<file path="config.mk">
export PLATFORM = sky130hd
export DESIGN_NAME = stream_mux2_rr
export DESIGN_NICKNAME = d
export VERILOG_FILES = /design/src/rtl/stream_mux2_rr.sv
export SDC_FILE = /design/constraint.sdc
export NUM_CORES = 1
export LEC_CHECK = 0
export CAP_MARGIN = 20
export CORE_MARGIN = 2
export CORE_UTILIZATION = 41
export CTS_CLUSTER_DIAMETER = 150
export DETAILED_ROUTE_END_ITERATION = 8
export HOLD_SLACK_MARGIN = 0.08
export PLACE_DENSITY_LB_ADDON = 0.3
export SLEW_MARGIN = 10
export SYNTH_ARGS = -nofsm -noshare
export SYNTH_HDL_FRONTEND = slang
export SYNTH_SLANG_ARGS = --single-unit
export TNS_END_PERCENT = 20
</file>
<file path="constraint.sdc">
create_clock -name clk -period 2.55 [get_ports clk]
set_clock_uncertainty 0.05 [all_clocks]
set_input_delay 0.255 -clock clk [delete_from_list [all_inputs] [get_ports clk]]
set_output_delay 0.255 -clock clk [all_outputs]
set_load 0.005 [all_outputs]
</file>
<file path="src/rtl/stream_mux2_rr.sv">
// Two-source valid/ready stream merge with packet-granular round-robin arbitration
// and a single registered output stage (one cycle from input accept to out_valid).
module stream_mux2_rr #(
   parameter int unsigned WIDTH = 8
) (
   input  logic             clk,
   input  logic             rst,
   input  logic             a_valid,
   input  logic [WIDTH-1:0] a_data,
   input  logic             a_last,
   output logic             a_ready,
   input  logic             b_valid,
   input  logic [WIDTH-1:0] b_data,
   input  logic             b_last,
   output logic             b_ready,
   output logic             out_valid,
   output logic [WIDTH-1:0] out_data,
   output logic             out_last,
   output logic             out_src,
   input  logic             out_ready
);

   typedef enum logic [1:0] {
      IDLE   = 2'd0,
      LOCK_A = 2'd1,
      LOCK_B = 2'd2
   } state_t;

   state_t           r_state;
   logic             r_last_grant;   // 0 = A, 1 = B
   logic             r_out_valid;
   logic [WIDTH-1:0] r_out_data;
   logic             r_out_last;
   logic             r_out_src;

   logic             w_space;
   logic             w_grant_a;
   logic             w_grant_b;
   logic             w_acc_a;
   logic             w_acc_b;
   logic             w_acc_last;

   assign w_space = !r_out_valid || out_ready;

   // IDLE with both valid goes to the source opposite the previous winner;
   // a lock grants its owner even while that owner is not valid.
   always_comb begin
      w_grant_a = 1'b0;
      w_grant_b = 1'b0;
      unique case (r_state)
         IDLE: begin
            if (a_valid && (!b_valid || r_last_grant))
               w_grant_a = 1'b1;
            else if (b_valid)
               w_grant_b = 1'b1;
         end
         LOCK_A:  w_grant_a = 1'b1;
         LOCK_B:  w_grant_b = 1'b1;
         default: ;
      endcase
   end

   assign a_ready    = w_space && w_grant_a;
   assign b_ready    = w_space && w_grant_b;
   assign w_acc_a    = a_valid && a_ready;
   assign w_acc_b    = b_valid && b_ready;
   assign w_acc_last = w_acc_b ? b_last : a_last;

   always_ff @(posedge clk) begin
      if (rst) begin
         r_state      <= IDLE;
         r_last_grant <= 1'b1;
         r_out_valid  <= 1'b0;
         r_out_data   <= '0;
         r_out_last   <= 1'b0;
         r_out_src    <= 1'b0;
      end else if (w_acc_a || w_acc_b) begin
         r_out_valid  <= 1'b1;
         r_out_data   <= w_acc_b ? b_data : a_data;
         r_out_last   <= w_acc_last;
         r_out_src    <= w_acc_b;
         r_last_grant <= w_acc_b;
         if (w_acc_last)
            r_state <= IDLE;
         else
            r_state <= w_acc_b ? LOCK_B : LOCK_A;
      end else if (out_ready) begin
         r_out_valid <= 1'b0;
      end
   end

   assign out_valid = r_out_valid;
   assign out_data  = r_out_data;
   assign out_last  = r_out_last;
   assign out_src   = r_out_src;

endmodule

</file>
# == Word level (Yosys, flattened, before mapping) ==
# Cells that the tools add are included.
# op_classes
n_addsub,0
mul,0
n_div,0
order_cmp,0
eq_ne,2
n_shift,0
muxes,11
bitwise,0
n_reduce_logical,12
# op_table
operator,n
2-to-1 mux 8 bit,1
2-to-1 mux 1 bit,6
logical AND 1 bit,5
2-to-1 mux 2 bit,2
case mux 1 bit (2 select lines),2
logical OR 1 bit,3
equality test 2 x 1 -> 1 bit (second input constant),1
equality test 2 bit (second input constant),1
logical NOT 1 bit,2
logical NOT 2 bit,1
nonzero test 2 bit,1
# word_totals
ff_bits,14
latch_bits,0
mem_bits_rw,0
mem_bits_ro,0
input_bits,23
out_inout_bits,13
word_cells,31
n_memories,0

# == Longest topological paths before layout ==
# Gate-level depths: netlist of the first run.
# logic_depth
depth_word,9
mapped_depth,6
ltp_nobuf,4

# == Worst setup path after synthesis of the first run ==
# OpenSTA, ideal clock, no wires.
# synth_path
path_kind,reg-to-reg
startpoint,register r_last_grant
endpoint,"register r_out_data[3], in the netlist out_data[3]"
arrival_time_ns,1.093
required_ns,2.360
setup_slack_ns,1.267
path_stages_with_launch,6
path_buffers,1
path_cell_list,dfxtp_1 -> nand2_2 -> o211ai_4 -> buf_8 -> mux2i_1 -> a211oi_2
# synth_between
elab_chain_cells,7
elab_cells_between_ends,12
cone_classes,mux: 5; reduce/logical: 7
# synth_lines
item,line_no,rtl
from (decl),30,logic r_last_grant;
from (signal assigned),82,r_last_grant <= w_acc_b;
logical OR 1 bit (*),52,if (a_valid && (!b_valid || r_last_grant))
logical AND 1 bit (*),52,
2-to-1 mux 1 bit,52,
case mux 1 bit (2 select lines),50,unique case (r_state)
"logical AND 1 bit, on equally long branches","64, 63",
"logical AND 1 bit, on equally long branches","66, 65",
2-to-1 mux 8 bit / logical OR 1 bit (equally long branches),"79, 77",
to (signal assigned),79,r_out_data <= w_acc_b ? b_data : a_data;
to (decl),32,logic [WIDTH-1:0] r_out_data;
# Every way passes the cells marked *; elsewhere a longest branch is shown, timed or not.
# A chain may end at the register's enable or synchronous reset.

# == Worst setup path after layout of the first run ==
# layout_path
startpoint,input port a_valid
endpoint,output port b_ready
# layout_between
elab_chain_cells,4
# layout_lines
item,line_no,rtl
from (decl),8,"input logic a_valid,"
logical AND 1 bit,52,
2-to-1 mux 1 bit,52,
case mux 1 bit (2 select lines),50,
logical AND 1 bit,64,assign b_ready = w_space && w_grant_b;
to (decl),15,"output logic b_ready,"
# Every way passes these cells.

==> results of run 1 <==
[cell type report]
| type | instances | area (um2) | share of cell area, % |
|---|---|---|---|
| clock buffer | 4 | 36.3 | 3.40 |
| sequential | 14 | 280 | 26.3 |
| timing repair buffer | 36 | 358 | 33.5 |
| tap | 16 | 20.0 | 1.88 |
| multi-input combinational | 51 | 373 | 34.9 |
[cell usage in the layout, fill, tap and decap left out, drive strengths merged, types with 2 or more instances in the layout]
master,n
a211oi,7
a21oi,7
clkbuf,4
clkdlybuf4s50,35
dfxtp,14
mux2i,7
nand2,7
nand2b,2
nor2,8
nor2b,3
nor3,2
[state kept, by name, summed over array words and instances, names as in the netlist]
| register | cells |
|---|---|
| out_valid | 1 |
| r_state | 2 |
| out_last | 1 |
| out_src | 1 |
| out_data | 8 |
| r_last_grant | 1 |
[per-layer routing]
layer  vias up  GRT usage [%]  routed length, um
met5         -              0                  0
met4         0           8.82                 13
met3         2           3.60                 82
met2        24           32.9                770
met1       294           21.1                686
li1        319              -                  -
[power breakdown]
part	switching [mW]	internal, mW	leakage (nW)
clock network	0.0712	0.0868	0.0210
logic	0.0711	0.108	0.284
registers	0.0154	0.242	0.116
total	0.158	0.438	0.422
[metrics by stage]
| step | cell area (um2) | setup WS (ns) | hold slack, ns |
|---|---|---|---|
| global placement | 1030 | 0.620 | 0.395 |
| detailed placement | 1030 | 0.579 | 0.402 |
| global route | 1070 | 0.589 | 0.448 |
| CTS | 1070 | 0.638 | 0.414 |
| floorplan | 691 | 1.27 | 0.270 |
| finish | 1070 | 0.630 | 0.409 |
[cell families (layout without fill, tap and decap cells)]
| family | Yosys count | count (layout) | share of synthesized area (%) |
|---|---|---|---|
| and+or+nand+nor | 25 | 25 | 19.0 |
| AOI/OAI and AO/OA | 19 | 19 | 24.8 |
| DFF | 14 | 14 | 40.6 |
| muxes | 7 | 7 | 10.1 |
| buffers and inverters | 4 | 40 | 5.43 |
[critical path, delay by kind of cell]
family | cells | cell delay, ns
buffers and inverters | 2 | 0.98
and+or+nand+nor | 2 | 0.31
AOI/OAI and AO/OA | 1 | 0.07
[worst paths after layout]
| kind | start | end | slack (ns) | cells after the start |
|---|---|---|---|---|
| worst max register to register | r_state[0] | out_data[2] | 1.03 | 5 |
| worst min-delay path | out_src | out_src | 0.41 | 2 |
| worst max-delay path | a_valid | b_ready | 0.63 | 5 |
| worst min register to register | out_src | out_src | 0.41 | 2 |
==> flow_metrics.py, run 1 <==
metrics = {
    "global_route": {
        "grt_pass1_vias": 649,
        "grt_pass1_wl_um": 2690,
        "grt_max_degree": 15,
        "antenna_found_initial": 0,
        "overflow": 0,
        "grt_usage_pct": 18.5,
    },
    "routing": {
        "drtIter0Drc": 1,
        "drc_errors": 0,
        "dr.pass1.iters": 3,
        "vias": 639,
        "ant_nets": 0,
        "viasPerCell": 5.28,
        "drt-total-wl_um": 1550,
        "routedWlPerCell_um": 12.8,
    },
    "die": {
        "die_area_um2": 2030,
        "rows": 14,
        "die_w_um": 45.0,
        "fp.dieH_um": 45.0,
        "io_pins": 36,
        "core_um2": 1540,
        "start_util_pct": 44.8,
    },
    "sta": {
        "relSlewSlack_pct": 54.0,
        "worst_pin_slew_ns": 0.688,
        "maxSlewViolCount": 0,
        "rsz0062_at_grt": "false",
        "period_minus_slack_ns": 1.92,
        "fin_crit_sh_pct": 75.3,
        "fin_setup_tns_ns": 0,
        "setup_viol": 0,
        "hold_viol_final": 0,
        "max_freq_mhz": 521,
    },
    "layout": {
        "finalCoreUtilization_pct": 69.2,
        "nets": 129,
        "drive_gt1_share_pct": 15.2,
        "stdcell_count": 121,
        "diodes": 0,
        "area_growth_pct": 54.5,
        "fillers": 139,
    },
    "run_status": {
        "outcome": "complete, no violations",
    },
    "place": {
        "portBuffers": 35,
        "dp_hpwl_um": 1170,
        "dp_cells": 117,
        "place.gp.congestion": 0.661,
    },
    "clocking": {
        "cts_buffers": 3,
        "clock-root-buffer": "clkbuf_4",
        "cts.repair.resized": 0,
        "cts_sinks": 14,
        "tritoncts": "yes",
        "hold_buffers": 0,
        "cts_max_path_buffers": 2,
        "cts.htree.levels": 1,
        "post-cts-setup-buffers": 0,
        "clk_pin_slew_worst_paths_ns": 0.09,
        "clk_latency_ns": 0.27,
    },
    "power": {
        "power.density_nw_per_um2": 558,
        "total_power_uw": 595,
        "peakVddDrop_mv": 0.308,
        "p_leak_nw": 0.422,
    },
    "yosys": {
        "synth_common_cells": "14 x dfxtp_1, 8 x nor2_1, 7 x a211oi_2, 7 x a21oi_1, 7 x mux2i_1",
        "synth_most_common_cell": "dfxtp_1",
        "syn-num-nets": 92,
        "synth_area_um2": 691,
        "yosys_warnings": 0,
        "yosys_register_bits": 14,
        "synth_area_leader_cell": "dfxtp_1",
        "synth_top_cell_area_share_pct": 40.6,
        "synthTopCellsByArea": "dfxtp_1 41%, a211oi_2 13%, mux2i_1 10%",
        "yosysSeqAreaShare_pct": 40.6,
        "synth_flop_cell": "dfxtp_1",
        "yosysUniqueCellTypes": 24,
        "avgSynthCellArea_um2": 10.0,
        "synthArstFlopShare_pct": 0,
        "netlist_instances": 69,
        "synth_edf_count": 0,
    },
    "worst_hold_path": {
        "hold_path.class": "reg2reg",
    },
    "flow_run": {
        "drv_cap": 0,
    },
    "critical_path": {
        "start_kind": "input port",
        "crit_chain": "clkdlybuf4s50_1 > nand2_2 > a21oi_1 > nor3_1 > clkdlybuf4s50_1",
        "path_class": "in2out",
        "crit_arrival_ns": 1.61,
        "cp_slowest_cell": "clkdlybuf4s50_1",
        "critPathMostFrequentCell": "clkdlybuf4s50_1",
        "cpPeakStageDelay_ns": 0.52,
        "cp-end-kind": "output pin",
        "required_ns": 2.25,
        "critPathMaxFanout": 3,
    },
}
(Power assumes the default switching activity.)
==> inputs of run 2 (changes only) <==
--- a/config.mk
+++ b/config.mk
@@ -7,7 +7,7 @@
 export LEC_CHECK = 0
 export CAP_MARGIN = 20
 export CORE_MARGIN = 2
-export CORE_UTILIZATION = 41
+export CORE_UTILIZATION = 38
 export CTS_CLUSTER_DIAMETER = 150
 export DETAILED_ROUTE_END_ITERATION = 8
 export HOLD_SLACK_MARGIN = 0.08
==> constraint.sdc (replaced) <==
create_clock -name clk -period 1.8 [get_ports clk]
set_clock_uncertainty 0.05 [all_clocks]
set_input_delay 0.18 -clock clk [delete_from_list [all_inputs] [get_ports clk]]
set_output_delay 0.18 -clock clk [all_outputs]
set_load 0.005 [all_outputs]
==> run 2 against run 1 <==
Routed wire length decreased by 0.58%. Sequential cell count unchanged. Core utilization decreased by 5.7 points. Worst hold slack improved by 0.0048 ns. Global-route usage decreased by 3.0 points. Critical endpoint is now a_ready. Clock-buffer cell count unchanged. Via count decreased by 1.4%. Largest cell class is now non-clock buffers. Non-clock buffer count increased by 2.
==> flow_metrics.py, run 2 (synthesized netlist as in run 1, its figures left out) <==
metrics = {
    "sta": {
        "fin_setup_tns_ns": 0,
        "relSlewSlack_pct": 64.8,
        "hold_viol_final": 0,
        "rsz0062_at_grt": "false",
        "fin_crit_sh_pct": 95.6,
        "max_freq_mhz": 581,
        "period_minus_slack_ns": 1.72,
        "worst_pin_slew_ns": 0.525,
        "maxSlewViolCount": 0,
        "setup_viol": 0,
    },
    "critical_path": {
        "critPathMaxFanout": 3,
        "required_ns": 1.57,
        "crit_arrival_ns": 1.49,
        "start_kind": "flop",
        "r2r_slack_ns": 0.33,
        "cp-end-kind": "output pin",
        "path_class": "reg2out",
    },
    "clocking": {
        "cts.htree.levels": 1,
        "clk_latency_ns": 0.27,
        "cts_sinks": 14,
        "clk_pin_slew_worst_paths_ns": 0.09,
        "clock-root-buffer": "clkbuf_4",
        "cts_buffers": 3,
        "hold_buffers": 0,
        "tritoncts": "yes",
        "post-cts-setup-buffers": 0,
        "cts.repair.resized": 0,
        "cts_max_path_buffers": 2,
    },
    "layout": {
        "drive_gt1_share_pct": 17.8,
        "area_growth_pct": 58.9,
        "diodes": 0,
        "layout_commonest_cell": "clkdlybuf4s50_1",
        "stdcell_count": 132,
        "final_cell_mix": "34 x clkdlybuf4s50_1, 13 x dfxtp_1, 8 x nor2_1",
        "nets": 131,
        "stdcell_area_um2": 1100,
        "largest_reg_flops": 8,
    },
    "routing": {
        "dr.pass1.iters": 1,
        "routedWlPerCell_um": 11.7,
        "drtIter0Drc": 0,
        "drt-total-wl_um": 1540,
        "ant_nets": 0,
        "vias": 630,
        "drc_errors": 0,
        "viasPerCell": 4.77,
    },
    "die": {
        "die_area_um2": 2170,
        "io_pins": 36,
        "core_um2": 1730,
        "start_util_pct": 40.0,
        "die_w_um": 46.6,
        "fp.dieH_um": 46.6,
        "rows": 15,
    },
    "power": {
        "peakVddDrop_mv": 0.537,
        "power.density_nw_per_um2": 770,
        "p_leak_nw": 0.445,
        "total_power_uw": 845,
    },
    "worst_hold_path": {
        "hold_path.class": "reg2reg",
    },
    "place": {
        "place.gp.congestion": 0.690,
        "portBuffers": 35,
        "place_area_um2": 1060,
        "dp_hpwl_um": 1200,
        "dp_cells": 128,
    },
    "run_status": {
        "outcome": "complete, no violations",
    },
    "global_route": {
        "grt_max_degree": 15,
        "grt_pass1_wl_um": 2350,
        "grt_usage_pct": 15.5,
        "antenna_found_initial": 0,
        "overflow": 0,
        "grt_pass1_vias": 587,
    },
    "flow_run": {
        "drv_cap": 0,
    },
}
run 2: final cells by class:
class | count | area, um2
repair buffers | 38 | 375
fillers | 156 | 629
clock buffers | 4 | 36.3
flip-flops and latches | 14 | 282
multi-input cells | 51 | 373
well taps | 25 | 31.3
run 2: power by group:
group          leakage (nW)  switching, mW  total (mW)  internal [mW]
Clock                0.0210         0.0987       0.222          0.123
Sequential            0.117         0.0216       0.365          0.344
Combinational         0.307          0.101       0.258          0.157
Total                 0.445          0.221       0.845          0.624
run 2: per-stage QoR:
stage	setup WS (ns)	util (%)	hold WS, ns
3_3_place_gp	0.0564	61.2	0.405
5_1_grt	0.0235	63.6	0.444
3_5_place_dp	-0.00214	61.2	0.408
2_1_floorplan	0.517	-	0.195
4_1_cts	0.0453	63.3	0.420
6_report	0.0790	63.6	0.414
run 2: path summary, 6_finish.rpt:
path	startpoint	end	cells past startpoint
hold reg to reg	out_src	out_src	2
setup reg to reg	r_last_grant	out_data[5]	4
hold / removal	out_src	out_src	2
setup / recovery	r_last_grant	a_ready	4
run 2: critical path: stages (launching register included):
cell and delay, ns:
dfxtp_1 0.38, nand2b_1 0.12, a21oi_1 0.06, nor3_1 0.14, clkdlybuf4s50_1 0.52
run 2: metal layers:
metal | up-vias | track usage [%] | share of wire, %
li1 | 325 | - | -
met1 | 284 | 16.0 | 42
met2 | 19 | 28.9 | 51
met3 | 2 | 5.49 | 5.8
met4 | 0 | 5.00 | 0.65
met5 | - | 0 | 0
==> inputs of run 3 (changes only) <==
--- a/config.mk
+++ b/config.mk
@@ -6,12 +6,13 @@
 export NUM_CORES = 1
 export LEC_CHECK = 0
 export CAP_MARGIN = 20
-export CORE_MARGIN = 2
+export CORE_MARGIN = 5
 export CORE_UTILIZATION = 38
 export CTS_CLUSTER_DIAMETER = 150
 export DETAILED_ROUTE_END_ITERATION = 8
 export HOLD_SLACK_MARGIN = 0.08
 export PLACE_DENSITY_LB_ADDON = 0.3
+export SETUP_SLACK_MARGIN = 0.5
 export SLEW_MARGIN = 10
 export SYNTH_ARGS = -nofsm -noshare
 export SYNTH_HDL_FRONTEND = slang
==> run 3 against run 2 <==
Global-route usage decreased by 1.3 points. Register-to-register slack gained 0.16 ns. Sequential power about the same. Via count increased by 7.0%. Setup slack improved by 0.37 ns. Routed wire length increased by 16%. Final area rose by 6.8%. Sequential cell count did not move. Critical path depth shrank 3. Clock power hardly changed. Largest cell class is now multi-input combinational cells.
==> flow_metrics.py, run 3 (synthesized netlist as in run 1, its figures left out) <==
metrics = {
    "clocking": {
        "clock-root-buffer": "clkbuf_4",
        "cts_sinks": 14,
        "cts.htree.levels": 1,
        "clk_latency_ns": 0.27,
        "clk_pin_slew_worst_paths_ns": 0.09,
        "tritoncts": "yes",
        "hold_buffers": 0,
        "cts_buffers": 3,
        "cts_max_path_buffers": 2,
    },
    "run_status": {
        "outcome": "complete, no violations",
    },
    "critical_path": {
        "cp-end-kind": "output pin",
        "cpPeakStageDelay_ns": 0.51,
        "path_buf_inv": 1,
        "required_ns": 1.57,
        "path_class": "reg2out",
        "critPathMaxFanout": 2,
        "crit_arrival_ns": 1.12,
        "cp_slowest_cell": "clkdlybuf4s50_1",
        "start_kind": "flop",
        "crit_chain": "clkdlybuf4s50_1",
        "cp_top_family": "buffers and inverters",
    },
    "power": {
        "total_power_uw": 873,
        "power.density_nw_per_um2": 745,
        "peakVddDrop_mv": 0.592,
        "p_leak_nw": 0.515,
    },
    "global_route": {
        "grt_util_met1_pct": 16.2,
        "met3_usage_pct": 4.56,
        "grt_max_degree": 15,
        "overflow": 0,
        "grt-busiest-layer": "met2",
        "grt_pass1_vias": 680,
        "grt_pass1_wl_um": 2950,
        "use_met2_pct": 25.6,
        "antenna_found_initial": 0,
        "grt_usage_pct": 14.2,
    },
    "sta": {
        "setup_viol": 0,
        "maxSlewViolCount": 0,
        "relSlewSlack_pct": 80.5,
        "postLayoutSetupSlackWorst_ns": 0.450,
        "fin_setup_tns_ns": 0,
        "rsz0062_at_grt": "true",
        "worst_pin_slew_ns": 0.292,
        "hold_viol_final": 0,
        "fin_crit_sh_pct": 75.0,
        "period_minus_slack_ns": 1.35,
        "max_freq_mhz": 741,
    },
    "routing": {
        "drc_errors": 0,
        "viasPerCell": 4.96,
        "drtIter0Drc": 8,
        "vias": 674,
        "ant_nets": 0,
        "drt-total-wl_um": 1800,
        "routedWlPerCell_um": 13.2,
        "dr.pass1.iters": 4,
    },
    "layout": {
        "stdcell_area_um2": 1170,
        "final_cell_mix": "28 x clkdlybuf4s50_1, 11 x dfxtp_1, 8 x nor2_1",
        "nets": 135,
        "drive_gt1_share_pct": 29.7,
        "fillers": 152,
        "largest_reg_flops": 8,
        "area_growth_pct": 69.7,
        "layout_commonest_cell": "clkdlybuf4s50_1",
        "diodes": 0,
    },
    "place": {
        "pre_cts_slack_ns": 0.0224,
        "portBuffers": 35,
        "place.gp.congestion": 0.761,
        "dp_hpwl_um": 1270,
        "place_area_um2": 1060,
    },
    "die": {
        "start_util_pct": 40.0,
        "core_um2": 1730,
        "fp.dieH_um": 52.6,
        "die_w_um": 52.6,
        "die_area_um2": 2770,
        "rows": 15,
        "io_pins": 36,
    },
    "flow_run": {
        "drv_cap": 0,
    },
    "worst_hold_path": {
        "hold_path.class": "reg2reg",
    },
}
## run 3: changes by cell type in the layout (fill, tap and decap cells not counted), sizes merged
| cell | before | now |
|---|---|---|
| o211ai | 1 | 2 |
| buf | 3 | 8 |
| dlymetal6s2s | 1 | 3 |
| dlygate4sd2 | 0 | 2 |
| clkdlybuf4s50 | 34 | 28 |
## run 3: through the flow
stage               utilization, %  cells  hold WS (ns)
floorplan                        -     69         0.195
global placement              61.2    128         0.405
detailed placement            61.2    128         0.408
CTS                           66.8    135         0.420
global route                  67.9    136         0.443
finish                        67.9    136         0.417
## run 3: worst paths after layout
kind | cells past startpoint | slack, ns | endpoint | from
setup reg to reg | 5 | 0.49 | out_data[1] | r_state[0]
setup / recovery | 1 | 0.45 | out_data[0] | out_data[0]
hold reg to reg | 2 | 0.42 | out_src | out_src
hold / removal | 2 | 0.42 | out_src | out_src
## run 3: layout make-up
cell class | count | area, um2 | share of cell area, %
tap | 25 | 31.3 | 2.67
multi-input combinational | 52 | 415 | 35.4
timing repair buffer | 41 | 403 | 34.4
sequential | 14 | 287 | 24.4
clock buffer | 4 | 36.3 | 3.09
## run 3: where the power goes
| group | total [mW] | internal (mW) | switching [mW] | leakage, nW |
|---|---|---|---|---|
| combinational | 0.284 | 0.171 | 0.113 | 0.377 |
| sequential | 0.367 | 0.344 | 0.0224 | 0.117 |
| clock | 0.222 | 0.123 | 0.0990 | 0.0210 |
| total | 0.873 | 0.638 | 0.235 | 0.515 |
## run 3: repair_timing
item | CTS | global route
resized for setup | 17 | 7
pin swaps | 3 | 0
cloned | 1 | 0
setup endpoints to repair | 24 | 27
buffers inserted | 2 | 1
## run 3: routing by layer
metal / wire length (um) / share of wire (%)
met5: 0 / 0
met4: 12 / 0.67
met3: 140 / 7.8
met2: 939 / 52
met1: 703 / 39
## run 3: worst min-delay path, delay by kind of cell (launching register included)
family / cells / cell delay, ns
flip-flops: 1 / 0.32
AND/OR/NAND/NOR: 1 / 0.05
AO/OA/AOI/OAI: 1 / 0.06
